`config.mk`:
```
export PLATFORM = sky130hd
export DESIGN_NAME = encoder_bank_flat
export DESIGN_NICKNAME = d
export VERILOG_FILES = /design/src/rtl/encoder_bank_if.sv /design/src/rtl/encoder_bank.sv /design/src/flat_wrapper.sv
export SDC_FILE = /design/constraint.sdc
export NUM_CORES = 2
export LEC_CHECK = 0
export BUFFER_PORTS_ARGS = -buffer_cell sky130_fd_sc_hd__buf_2
export CORE_MARGIN = 8
export CORE_UTILIZATION = 65
export DETAILED_ROUTE_END_ITERATION = 7
export PLACE_DENSITY = 0.87
export SKIP_CTS_REPAIR_TIMING = 1
export SLEW_MARGIN = 10
export SYNTH_ARGS = -nofsm -noshare
export SYNTH_HDL_FRONTEND = slang
export SYNTH_SLANG_ARGS = --single-unit
```
`constraint.sdc`:
```
create_clock -name clk -period 10.6 [get_ports clk]
set_clock_uncertainty 0.2 [all_clocks]
set_input_delay 0.53 -clock clk [delete_from_list [all_inputs] [get_ports clk]]
set_output_delay 0.53 -clock clk [all_outputs]
set_load 0.01 [all_outputs]
```
`src/rtl/encoder_bank_if.sv`:
```
// encoder_bank_if: register bus between a CPU-side master and encoder_bank.
// Ports: addr/we/din driven by master, q (combinational read data) by slave.
interface encoder_bank_if #(
  parameter int AW    = 4,
  parameter int WIDTH = 16
);
  logic [AW-1:0]    addr;
  logic             we;
  logic [WIDTH-1:0] din;
  logic [WIDTH-1:0] q;

  modport master (output addr, we, din, input q);
  modport slave  (input addr, we, din, output q);
endinterface

```
`src/rtl/encoder_bank.sv`:
```
// encoder_bank: multi-channel quadrature encoder bank with register bus.
// Ports: clk, rst_n (sync, active-low), a/b pins, bus (slave), irq.
// Option: ENCODER_BANK_SYNC_EN adds 2-flop synchronisers on a/b.
module encoder_bank #(
  parameter int CHANNELS       = 4,
  parameter int WIDTH          = 16,
  parameter int DEBOUNCE_WIDTH = 11,
  parameter int TIMER_WIDTH    = 20,
  parameter int VELOCITY_SHIFT = 3
) (
  input  logic                clk,
  input  logic                rst_n,
  input  logic [CHANNELS-1:0] a,
  input  logic [CHANNELS-1:0] b,
  encoder_bank_if.slave       bus,
  output logic                irq
);
  localparam int SW = WIDTH + VELOCITY_SHIFT + 1;
  localparam logic [WIDTH-1:0] ONES = '1;

  logic [CHANNELS-1:0] a_s, b_s;

`ifdef ENCODER_BANK_SYNC_EN
  logic [CHANNELS-1:0] a_m, b_m;

  always_ff @(posedge clk) begin
    if (!rst_n) begin
      a_m <= '0;
      b_m <= '0;
      a_s <= '0;
      b_s <= '0;
    end else begin
      a_m <= a;
      b_m <= b;
      a_s <= a_m;
      b_s <= b_m;
    end
  end
`else
  assign a_s = a;
  assign b_s = b;
`endif

  logic [2*CHANNELS-1:0]     pin, db;
  logic [DEBOUNCE_WIDTH-1:0] db_cnt [2*CHANNELS];

  assign pin = {b_s, a_s};

  always_ff @(posedge clk) begin
    for (int i = 0; i < 2*CHANNELS; i++) begin
      if (!rst_n) begin
        db_cnt[i] <= '0;
        db[i]     <= 1'b0;
      end else if (pin[i] == db[i]) begin
        db_cnt[i] <= '0;
      end else if (&db_cnt[i]) begin
        db[i] <= pin[i];
      end else begin
        db_cnt[i] <= db_cnt[i] + DEBOUNCE_WIDTH'(1);
      end
    end
  end

  logic [CHANNELS-1:0] da, dbb, a_p, b_p;
  logic [CHANNELS-1:0] cnt, dir;

  assign da  = db[CHANNELS-1:0];
  assign dbb = db[2*CHANNELS-1:CHANNELS];
  // a single-pin change is one count; a double change cancels out
  assign cnt = da ^ a_p ^ dbb ^ b_p;
  assign dir = da ^ b_p;

  logic [TIMER_WIDTH-1:0] timer;
  logic                   tick;

  assign tick = &timer;

  logic [3:0] ch_sel;
  logic [1:0] reg_sel;

  assign ch_sel  = 4'(bus.addr >> 2);
  assign reg_sel = bus.addr[1:0];

  logic [WIDTH-1:0] value  [CHANNELS];
  logic [WIDTH-1:0] vmin   [CHANNELS];
  logic [WIDTH-1:0] vmax   [CHANNELS];
  logic [WIDTH-1:0] pulses [CHANNELS];
  logic [WIDTH-1:0] step   [CHANNELS];
  logic [WIDTH-1:0] nxt    [CHANNELS];
  logic [CHANNELS-1:0] wrap, accel, pend;
  logic [CHANNELS-1:0] wr_en, wr_val, wr_ctl, w1c, set;

  function automatic logic [WIDTH-1:0] accel_step(
    input logic [WIDTH-1:0] p
  );
    logic [SW-1:0] s;
    s = (SW'(p) << VELOCITY_SHIFT) + SW'(1);
    accel_step = (s > SW'(ONES)) ? ONES : s[WIDTH-1:0];
  endfunction

  function automatic logic [WIDTH-1:0] bound_step(
    input logic [WIDTH-1:0] v,
    input logic [WIDTH-1:0] lo,
    input logic [WIDTH-1:0] hi,
    input logic [WIDTH-1:0] st,
    input logic             up,
    input logic             wr
  );
    logic [WIDTH:0] sum, floor;
    sum   = {1'b0, v} + {1'b0, st};
    floor = {1'b0, lo} + {1'b0, st};
    bound_step = v;
    if (lo > hi)
      bound_step = v;
    else if (up)
      bound_step = (sum > {1'b0, hi}) ? (wr ? lo : hi)
                                      : sum[WIDTH-1:0];
    else
      bound_step = ({1'b0, v} < floor) ? (wr ? hi : lo)
                                       : v - st;
  endfunction

  always_comb begin
    for (int i = 0; i < CHANNELS; i++) begin
      wr_en[i]  = bus.we && (ch_sel == 4'(i));
      wr_val[i] = wr_en[i] && (reg_sel == 2'd0);
      wr_ctl[i] = wr_en[i] && (reg_sel == 2'd3);
      w1c[i]    = wr_ctl[i] && bus.din[WIDTH-1];
      // accel off takes effect at once, not at the window edge
      nxt[i]    = bound_step(value[i], vmin[i], vmax[i],
                             accel[i] ? step[i] : WIDTH'(1),
                             dir[i], wrap[i]);
      // a bus write swallows the step but still flags the movement
      set[i]    = cnt[i] && (wr_val[i] || (nxt[i] != value[i]));
    end
  end

  always_ff @(posedge clk) begin
    if (!rst_n) begin
      timer <= '0;
      irq   <= 1'b0;
      a_p   <= '0;
      b_p   <= '0;
      wrap  <= '0;
      accel <= '1;
      pend  <= '0;
      for (int i = 0; i < CHANNELS; i++) begin
        value[i]  <= '0;
        vmin[i]   <= '0;
        vmax[i]   <= '1;
        pulses[i] <= '0;
        step[i]   <= WIDTH'(1);
      end
    end else begin
      timer <= timer + TIMER_WIDTH'(1);
      irq   <= |pend;
      a_p   <= da;
      b_p   <= dbb;
      for (int i = 0; i < CHANNELS; i++) begin
        if (wr_val[i])
          value[i] <= bus.din;
        else if (cnt[i])
          value[i] <= nxt[i];
        if (wr_en[i] && (reg_sel == 2'd1))
          vmin[i] <= bus.din;
        if (wr_en[i] && (reg_sel == 2'd2))
          vmax[i] <= bus.din;
        if (wr_ctl[i]) begin
          wrap[i]  <= bus.din[0];
          accel[i] <= bus.din[1];
        end
        if (set[i])
          pend[i] <= 1'b1;
        else if (w1c[i])
          pend[i] <= 1'b0;
        if (tick) begin
          pulses[i] <= '0;
          step[i]   <= accel[i] ? accel_step(pulses[i])
                                : WIDTH'(1);
        end else begin
          if (cnt[i] && !(&pulses[i]))
            pulses[i] <= pulses[i] + WIDTH'(1);
          if (!accel[i])
            step[i] <= WIDTH'(1);
        end
      end
    end
  end

  always_comb begin
    bus.q = '0;
    for (int i = 0; i < CHANNELS; i++) begin
      if (ch_sel == 4'(i)) begin
        unique case (reg_sel)
          2'd0:    bus.q = value[i];
          2'd1:    bus.q = vmin[i];
          2'd2:    bus.q = vmax[i];
          default: bus.q = {pend[i], {(WIDTH-3){1'b0}},
                            accel[i], wrap[i]};
        endcase
      end
    end
  end
endmodule
```
`src/flat_wrapper.sv`:
```
// flat-port wrapper written by rule: the top's interface ports become plain ports
module encoder_bank_flat 
#(
  parameter int CHANNELS       = 4,
  parameter int WIDTH          = 16,
  parameter int DEBOUNCE_WIDTH = 11,
  parameter int TIMER_WIDTH    = 20,
  parameter int VELOCITY_SHIFT = 3
)
  (clk, rst_n, a, b, irq, bus_addr, bus_we, bus_din, bus_q);
  encoder_bank_if #(.WIDTH(WIDTH)) bus_i ();
  input  logic clk;
  input  logic rst_n;
  input  logic [CHANNELS-1:0] a;
  input  logic [CHANNELS-1:0] b;
  output logic irq;
  input wire logic [$bits(bus_i.addr)-1:0] bus_addr;
  input wire logic [$bits(bus_i.we)-1:0] bus_we;
  input wire logic [$bits(bus_i.din)-1:0] bus_din;
  output wire logic [$bits(bus_i.q)-1:0] bus_q;
  assign bus_i.addr = bus_addr;
  assign bus_i.we = bus_we;
  assign bus_i.din = bus_din;
  assign bus_q = bus_i.q;
  encoder_bank #(.CHANNELS(CHANNELS), .WIDTH(WIDTH), .DEBOUNCE_WIDTH(DEBOUNCE_WIDTH), .TIMER_WIDTH(TIMER_WIDTH), .VELOCITY_SHIFT(VELOCITY_SHIFT)) u_core (.clk(clk), .rst_n(rst_n), .a(a), .b(b), .bus(bus_i), .irq(irq));
endmodule
```
Yosys cells after proc, flatten, opt, wreduce, memory -nomap -nowiden
Memory sizes are Yosys's and may differ from the RTL's.
Index checks and enable logic that the tools add are counted.
{"block": "word_totals", "reg_bits": 49, "ramBits": 408, "in_bits": 31, "output_inout_bits": 17, "word_cells": 465, "n_memories": 6}
{"block": "classes", "n_addsub": 29, "order_cmp": 16, "n_eq_ne": 18, "mux": 244, "bitwise": 60, "reduce_logical": 68}
{"name": "u_core.db_cnt", "words": 8, "word_bits": 11, "read_ports": 8, "rd_ports_with_merged_regs": 0, "wr": 8, "line_no": "encoder_bank.sv:45", "rtl": "logic [DEBOUNCE_WIDTH-1:0] db_cnt [2*CHANNELS];"}
{"name": "u_core.pulses", "words": 4, "word_bits": 16, "read_ports": 4, "rd_ports_with_merged_regs": 0, "wr": 4, "line_no": "encoder_bank.sv:87", "rtl": "logic [WIDTH-1:0] pulses [CHANNELS];"}
{"name": "u_core.step", "words": 4, "word_bits": 16, "read_ports": 4, "rd_ports_with_merged_regs": 0, "wr": 4, "line_no": "encoder_bank.sv:88", "rtl": "logic [WIDTH-1:0] step [CHANNELS];"}
{"name": "u_core.value", "words": 4, "word_bits": 16, "read_ports": 4, "rd_ports_with_merged_regs": 0, "wr": 4, "line_no": "encoder_bank.sv:84", "rtl": "logic [WIDTH-1:0] value [CHANNELS];"}
{"name": "u_core.vmax", "words": 4, "word_bits": 16, "read_ports": 4, "rd_ports_with_merged_regs": 0, "wr": 4, "line_no": "encoder_bank.sv:86", "rtl": "logic [WIDTH-1:0] vmax [CHANNELS];"}
{"name": "u_core.vmin", "words": 4, "word_bits": 16, "read_ports": 4, "rd_ports_with_merged_regs": 0, "wr": 4, "line_no": "encoder_bank.sv:85", "rtl": "logic [WIDTH-1:0] vmin [CHANNELS];"}
{"op": "$mux W16", "count": 72}
{"op": "$pmux W16 S3", "count": 4}
{"op": "$mux W11", "count": 16}
{"op": "$mux W1", "count": 152}
{"op": "$add A16 B16 Y17", "count": 8}
{"op": "$reduce_and A12 Y1", "count": 8}
{"op": "$add A11 B1 Y11 const B", "count": 8}
{"op": "$reduce_and A11 Y1", "count": 8}
{"op": "$add A19 B1 Y20 const B", "count": 4}
{"op": "$gt A20 B16 Y1 const B", "count": 4}
{"op": "$gt A17 B16 Y1", "count": 4}
{"op": "$lt A16 B17 Y1", "count": 4}
{"op": "$add A16 B1 Y16 const B", "count": 4}
{"op": "$gt A16 B16 Y1", "count": 4}
{"op": "$ne A16 B16 Y1", "count": 4}
{"op": "$reduce_and A16 Y1", "count": 4}
{"op": "$sub A16 B16 Y16", "count": 4}
{"op": "$or A1 B1 Y1", "count": 48}
{"op": "$logic_and A1 B1 Y1", "count": 32}
{"op": "$add A20 B1 Y20 const B", "count": 1}
{"op": "$reduce_and A20 Y1", "count": 1}
{"op": "$xor A4 B4 Y4", "count": 4}
{"op": "$eq A1 B1 Y1", "count": 8}
{"op": "$eq A2 B2 Y1 const B", "count": 4}
{"op": "8 further kinds", "count": 25}

Longest topological paths before layout
An unclocked memory read counts as a cell.
{"block": "logic_depth", "ltp_word": 11, "ltp_mapped": 31, "depth_no_buf": 26}

Worst setup path before layout
No wires, ideal clock.
{"block": "synth_path", "path_type": "flip-flop to flip-flop", "start": "reg u_core.accel[0]", "end": "reg u_core.pend[0]", "setup_ns": 0.125, "t_arrival_ns": 5.971, "required_ns": 10.275, "setup_slack_ns": 4.303, "stages_incl_launch_ff": 31, "n_path_buf": 4, "synth_period_minus_slack_ns": 6.297, "path_cell_list": "dfxtp_1 buf_4 clkbuf_1 buf_1 nand2_1 inv_1 ha_1 and2_1 a22o_1 a31oi_1 nor2b_1 o21ai_0 a21o_1 a21o_1 a21o_1 a21oi_1 xor2_1 ha_1 o21a_1 a21oi_1 a2111o_1 a211oi_1 o41a_1 buf_2 nor2_1 a21oi_1 o22ai_1 a22oi_1 o221ai_1 or4_1 o41a_1"}
{"block": "synth_via", "elab_chain_cells": 10, "elab_cells_between_ends": 15, "cone_classes": "add/sub: 3; order compare: 2; eq/ne: 1; mux: 6; reduce/logical: 3"}
{"item": "start, declared", "line_no": "encoder_bank.sv:90", "rtl": "logic [CHANNELS-1:0] wrap, accel, pend;"}
{"item": "start signal, assigned by index", "line_no": "encoder_bank.sv:170", "rtl": "accel[i] <= bus.din[1];"}
{"item": "$mux W16 (*)", "line_no": "encoder_bank.sv:131", "rtl": "accel[i] ? step[i] : WIDTH'(1),"}
{"item": "$add A16 B16 Y17, on equally long branches", "line_no": "encoder_bank.sv:111, encoder_bank.sv:110"}
{"item": "$lt A16 B17 Y1 or $gt A17 B16 Y1 (tied branches)", "line_no": "encoder_bank.sv:119, encoder_bank.sv:116"}
{"item": "$mux W16, on equally long branches", "line_no": "encoder_bank.sv:119, encoder_bank.sv:116"}
{"item": "$mux W16 (*)", "line_no": "encoder_bank.sv:115", "rtl": "else if (up)"}
{"item": "$mux W16 (*)", "line_no": "encoder_bank.sv:113", "rtl": "if (lo > hi)"}
{"item": "$ne A16 B16 Y1 (*)", "line_no": "encoder_bank.sv:134", "rtl": "set[i] = cnt[i] && (wr_val[i] || (nxt[i] != value[i]));"}
{"item": "$logic_or A1 B1 Y1 (*)", "line_no": "encoder_bank.sv:134"}
{"item": "$logic_and A1 B1 Y1 (*)", "line_no": "encoder_bank.sv:134"}
{"item": "$mux W1 or $reduce_bool A2 Y1 (tied branches)"}
{"item": "end signal, assigned", "line_no": "encoder_bank.sv:146", "rtl": "pend <= '0;"}
{"item": "end signal, assigned by index", "line_no": "encoder_bank.sv:173", "rtl": "pend[i] <= 1'b1;"}
{"item": "end signal, assigned by index", "line_no": "encoder_bank.sv:175", "rtl": "pend[i] <= 1'b0;"}
{"item": "end, declared", "line_no": "encoder_bank.sv:90"}
Mark *: on every way between the ends. The rest lies on a longest branch, timed or not.
A chain may end at the register's enable or synchronous reset.

Final worst setup path
Ends and elaborated chain as after synthesis.

==> metrics.md <==
| Metric | Value |
|---|---|
| Status | complete, no violations |
| DR vias/cell | 6.712 |
| R2R Setup Slk | 3.07 ns |
| Setup TNS Final | 0 ns |
| Multi-input gate area | 0.02497 mm^2 |
| Relative slew slack | 18.85% |
| Initial antenna violation count | 11 |
| Max-cap violation count | 0 |
| Final Hold Viols | 0 |
| Initial Util | 65.26% |
| Worst Max-Slew Pin Slew | 1.213 ns |
| Slew Viols, Final | 0 |
| Worst min path class | in2reg |
| CP Capture Type | flip-flop |
| Synth area leader | edfxtp_1 |
| Register area | 0.01300 mm^2 |
| Reg2reg start | u_core.accel[0] |
| RSZ-0062 raised after global routing | no |
| Global-route wire length before repair | 183900 um |
| Pleak | 0.01735 uW |
| Fin nets | 4844 |
| Die width | 263.8 um |
| Critical Path AT | 7.84 ns |
| Area delta synth->final | 5.795% |
| Data required, critical path | 10.91 ns |
| Syn avg cell area | 8.729 um^2 |
| FILL cells | 4751 |
| Layout cells sized above 1 | 6.548% |
| Most common cell in the netlist | nor2_1 |
| Total GRT Usage | 32.58% |
| Post-Synthesis Cells | 4571 |
| Routed WL per cell | 22.43 um |
| Fin cells | 5297 |
| Achievable Freq | 0.1328 GHz |
| YS warnings | 0 |
| Worst IR drop on VDD | 152.2 uV |
| Critical path class | reg2reg |
| Setup crit end | u_core.pend[0] |
| DIE AREA | 0.06957 mm^2 |
| Ranking of synthesized cells by area | edfxtp_1, ha_1, xnor2_1 |
| Largest net degree at the start of global routing | 65 |
| Initial DRC Count | 4002 |
| Period minus WS final | 7.532 ns |
| CTS root buf | clkbuf_16 |
| Final setup vio count | 0 |
| Most instantiated cells after synthesis | nor2_1, nand2_1, edfxtp_1 |
| Pwr Density | 128.1 mW/mm^2 |
| Std-Cell Rows | 91 |
| Clock Latency Late Sink | 0.62 ns |
| Mapped Area | 0.03990 mm^2 |
| DP Wirelength | 88040 um |
| R2R depth | 26 |
| Via count of the routed design | 35550 |
| Routed wire length | 118800 um |
| Async S/R FF share, synth | 0% |
| CTS Buffer Depth | 3 |
| Main synth FF type | edfxtp_1 |
| IO Count | 48 |
| Drt drc | 0 |
| Syn_nets | 4951 |
| Post-synth EDFFs | 400 |
| CTS Buf Count | 51 |
| Clk pin slew, worst setup/hold paths | 0.07 ns |
| Port bufs | 47 |
| CP startpoint | u_core.accel[0] |
| Tcrit/Tclk final | 71.05% |
| Grt total ovfl | 0 |
| Top cell type's share of synthesized area | 30.10% |
| Die H | 263.8 um |
| CTS sink cnt | 449 |
| Vias in the first global route | 33350 |
| Critical-path maximum fanout | 32 |
| Worst reg2reg path endpoint | u_core.pend[0] |
| Post-synthesis sequential area ratio | 32.56% |
| RD Place Congestion | 1.022 |
| Core Area | 0.06114 mm^2 |
| Antenna Violating Nets Remaining | 0 |
| Seq cells post-synth | 449 |
| Distinct cell type count after synthesis | 102 |
| Startpoint types | flip-flop |
| Placed Instances | 5200 |
| TritonRoute pass-1 iters | 6 |
| CTS H-tree depth | 2 |
| CTS tree | yes |
-- cells by family after synthesis --
group	Yosys count	synth area share [%]
adders and majority gates	355	11.17
and+or+nand+nor	1528	18.15
AOI/OAI and AO/OA	1140	18.77
xor gates and xnor gates	368	8.078
DFF	449	32.56
buffers and inverters	512	4.955
muxes	219	6.313
-- layer usage --
metal | GRT usage, % | wire [um] | vias up
li1 | - | - | 16440
met1 | 41.33 | 46040 | 16650
met2 | 51.74 | 53000 | 1970
met3 | 8.656 | 13050 | 484
met4 | 15.15 | 6651 | 10
met5 | 0 | 76 | -
-- layout make-up --
cell class / instances / share of cell area [%]
antenna: 2 / 0.01186
clock buffer: 60 / 3.275
clock inverter: 34 / 0.8122
inverter: 267 / 2.374
multi-input combinational: 3610 / 59.15
sequential: 449 / 30.79
tap: 790 / 2.342
timing repair buffer: 85 / 1.245
-- report_power, final --
group | internal [uW] | switching (uW)
clock network | 1060 | 778
registers | 1990 | 124
logic | 560 | 895
-- worst min path at each step --
stage	from	end	slack, ns	cells past startpoint
6_report	b[2]	u_core.db[6]	0.01	3
3_5_place_dp	u_core.timer[0]	u_core.timer[0]	0.23	1
3_3_place_gp	u_core.timer[0]	u_core.timer[0]	0.22	1
5_1_grt	b[1]	u_core.db[5]	0.02	3
2_1_floorplan	u_core.timer[0]	u_core.timer[0]	0.20	1
4_1_cts	a[1]	u_core.db[1]	-0.03	3
-- critical path: stages, from the launching register on --
cell and delay [ns]:
dfxtp_1 0.93, nand2_1 0.41, xnor2_1 0.24, ha_1 0.28, o31ai_1 0.33, a21oi_2 0.15, a31oi_1 0.23, nor2b_1 0.26
o21ai_0 0.16, a21o_1 0.22, a21o_1 0.20, a21o_1 0.18, a21oi_1 0.18, xor2_1 0.09, ha_1 0.31, o21a_1 0.13
a21oi_1 0.06, a2111o_1 0.38, a211oi_1 0.19, o41a_1 0.18, buf_4 0.34, mux2i_1 0.23, nor2_1 0.06, a311oi_2 0.32
o221ai_1 0.20, or4_1 0.55, o41a_1 0.40
-- placed cells by master (no fill, tap or decap), drive strengths merged, types with 21 or more instances in the layout --
cell | netlist | routed
and3 | 55 | 55
nand2 | 407 | 407
xor2 | 157 | 157
a211oi | 47 | 47
edfxtp | 400 | 400
o21ai | 257 | 257
ha | 345 | 345
nor2 | 457 | 457
o21bai | 21 | 21
a22oi | 30 | 30
o21a | 34 | 34
o211ai | 57 | 57
mux2 | 31 | 31
o31ai | 23 | 23
a31oi | 44 | 44
o22ai | 30 | 30
a21oi | 296 | 296
inv | 266 | 272
xnor2 | 211 | 211
or3 | 86 | 86
a21o | 102 | 102
mux2i | 165 | 165
nor4 | 22 | 22
nand2b | 35 | 35
or2 | 29 | 29
nor3 | 70 | 70
clkbuf | 200 | 60
mux4 | 23 | 23
nand4 | 45 | 45
and2 | 99 | 99
buf | 45 | 84
dfxtp | 49 | 49
nand3 | 155 | 155
nor2b | 23 | 23
-- through the flow --
stage	setup slack (ns)	util, %	power (uW)	cell area (um^2)	hold WS (ns)
after global routing	2.596	69.03	5604	42210	0.01746
after global placement	3.379	66.19	3510	40470	0.2157
final	3.068	69.04	5406	42210	0.01040
after CTS	3.228	69.01	5363	42200	-0.03254
after floorplan	4.303	-	3149	39900	0.2021
after detailed placement	3.240	66.19	3536	40470	0.2253
-- registers in the layout, summed over array words and instances (netlist names) --
| signal | count |
|---|---|
| u_core.accel | 4 |
| u_core.wrap | 4 |
| u_core.timer | 20 |
| u_core.vmin | 64 |
| u_core.b_p | 4 |
| u_core.irq | 1 |
| u_core.value | 64 |
| u_core.db_cnt | 88 |
| u_core.step | 56 |
| u_core.db | 8 |
| u_core.vmax | 64 |
| u_core.pulses | 64 |
| u_core.pend | 4 |
| u_core.a_p | 4 |
No activity file was read; power rests on OpenSTA's default activity.
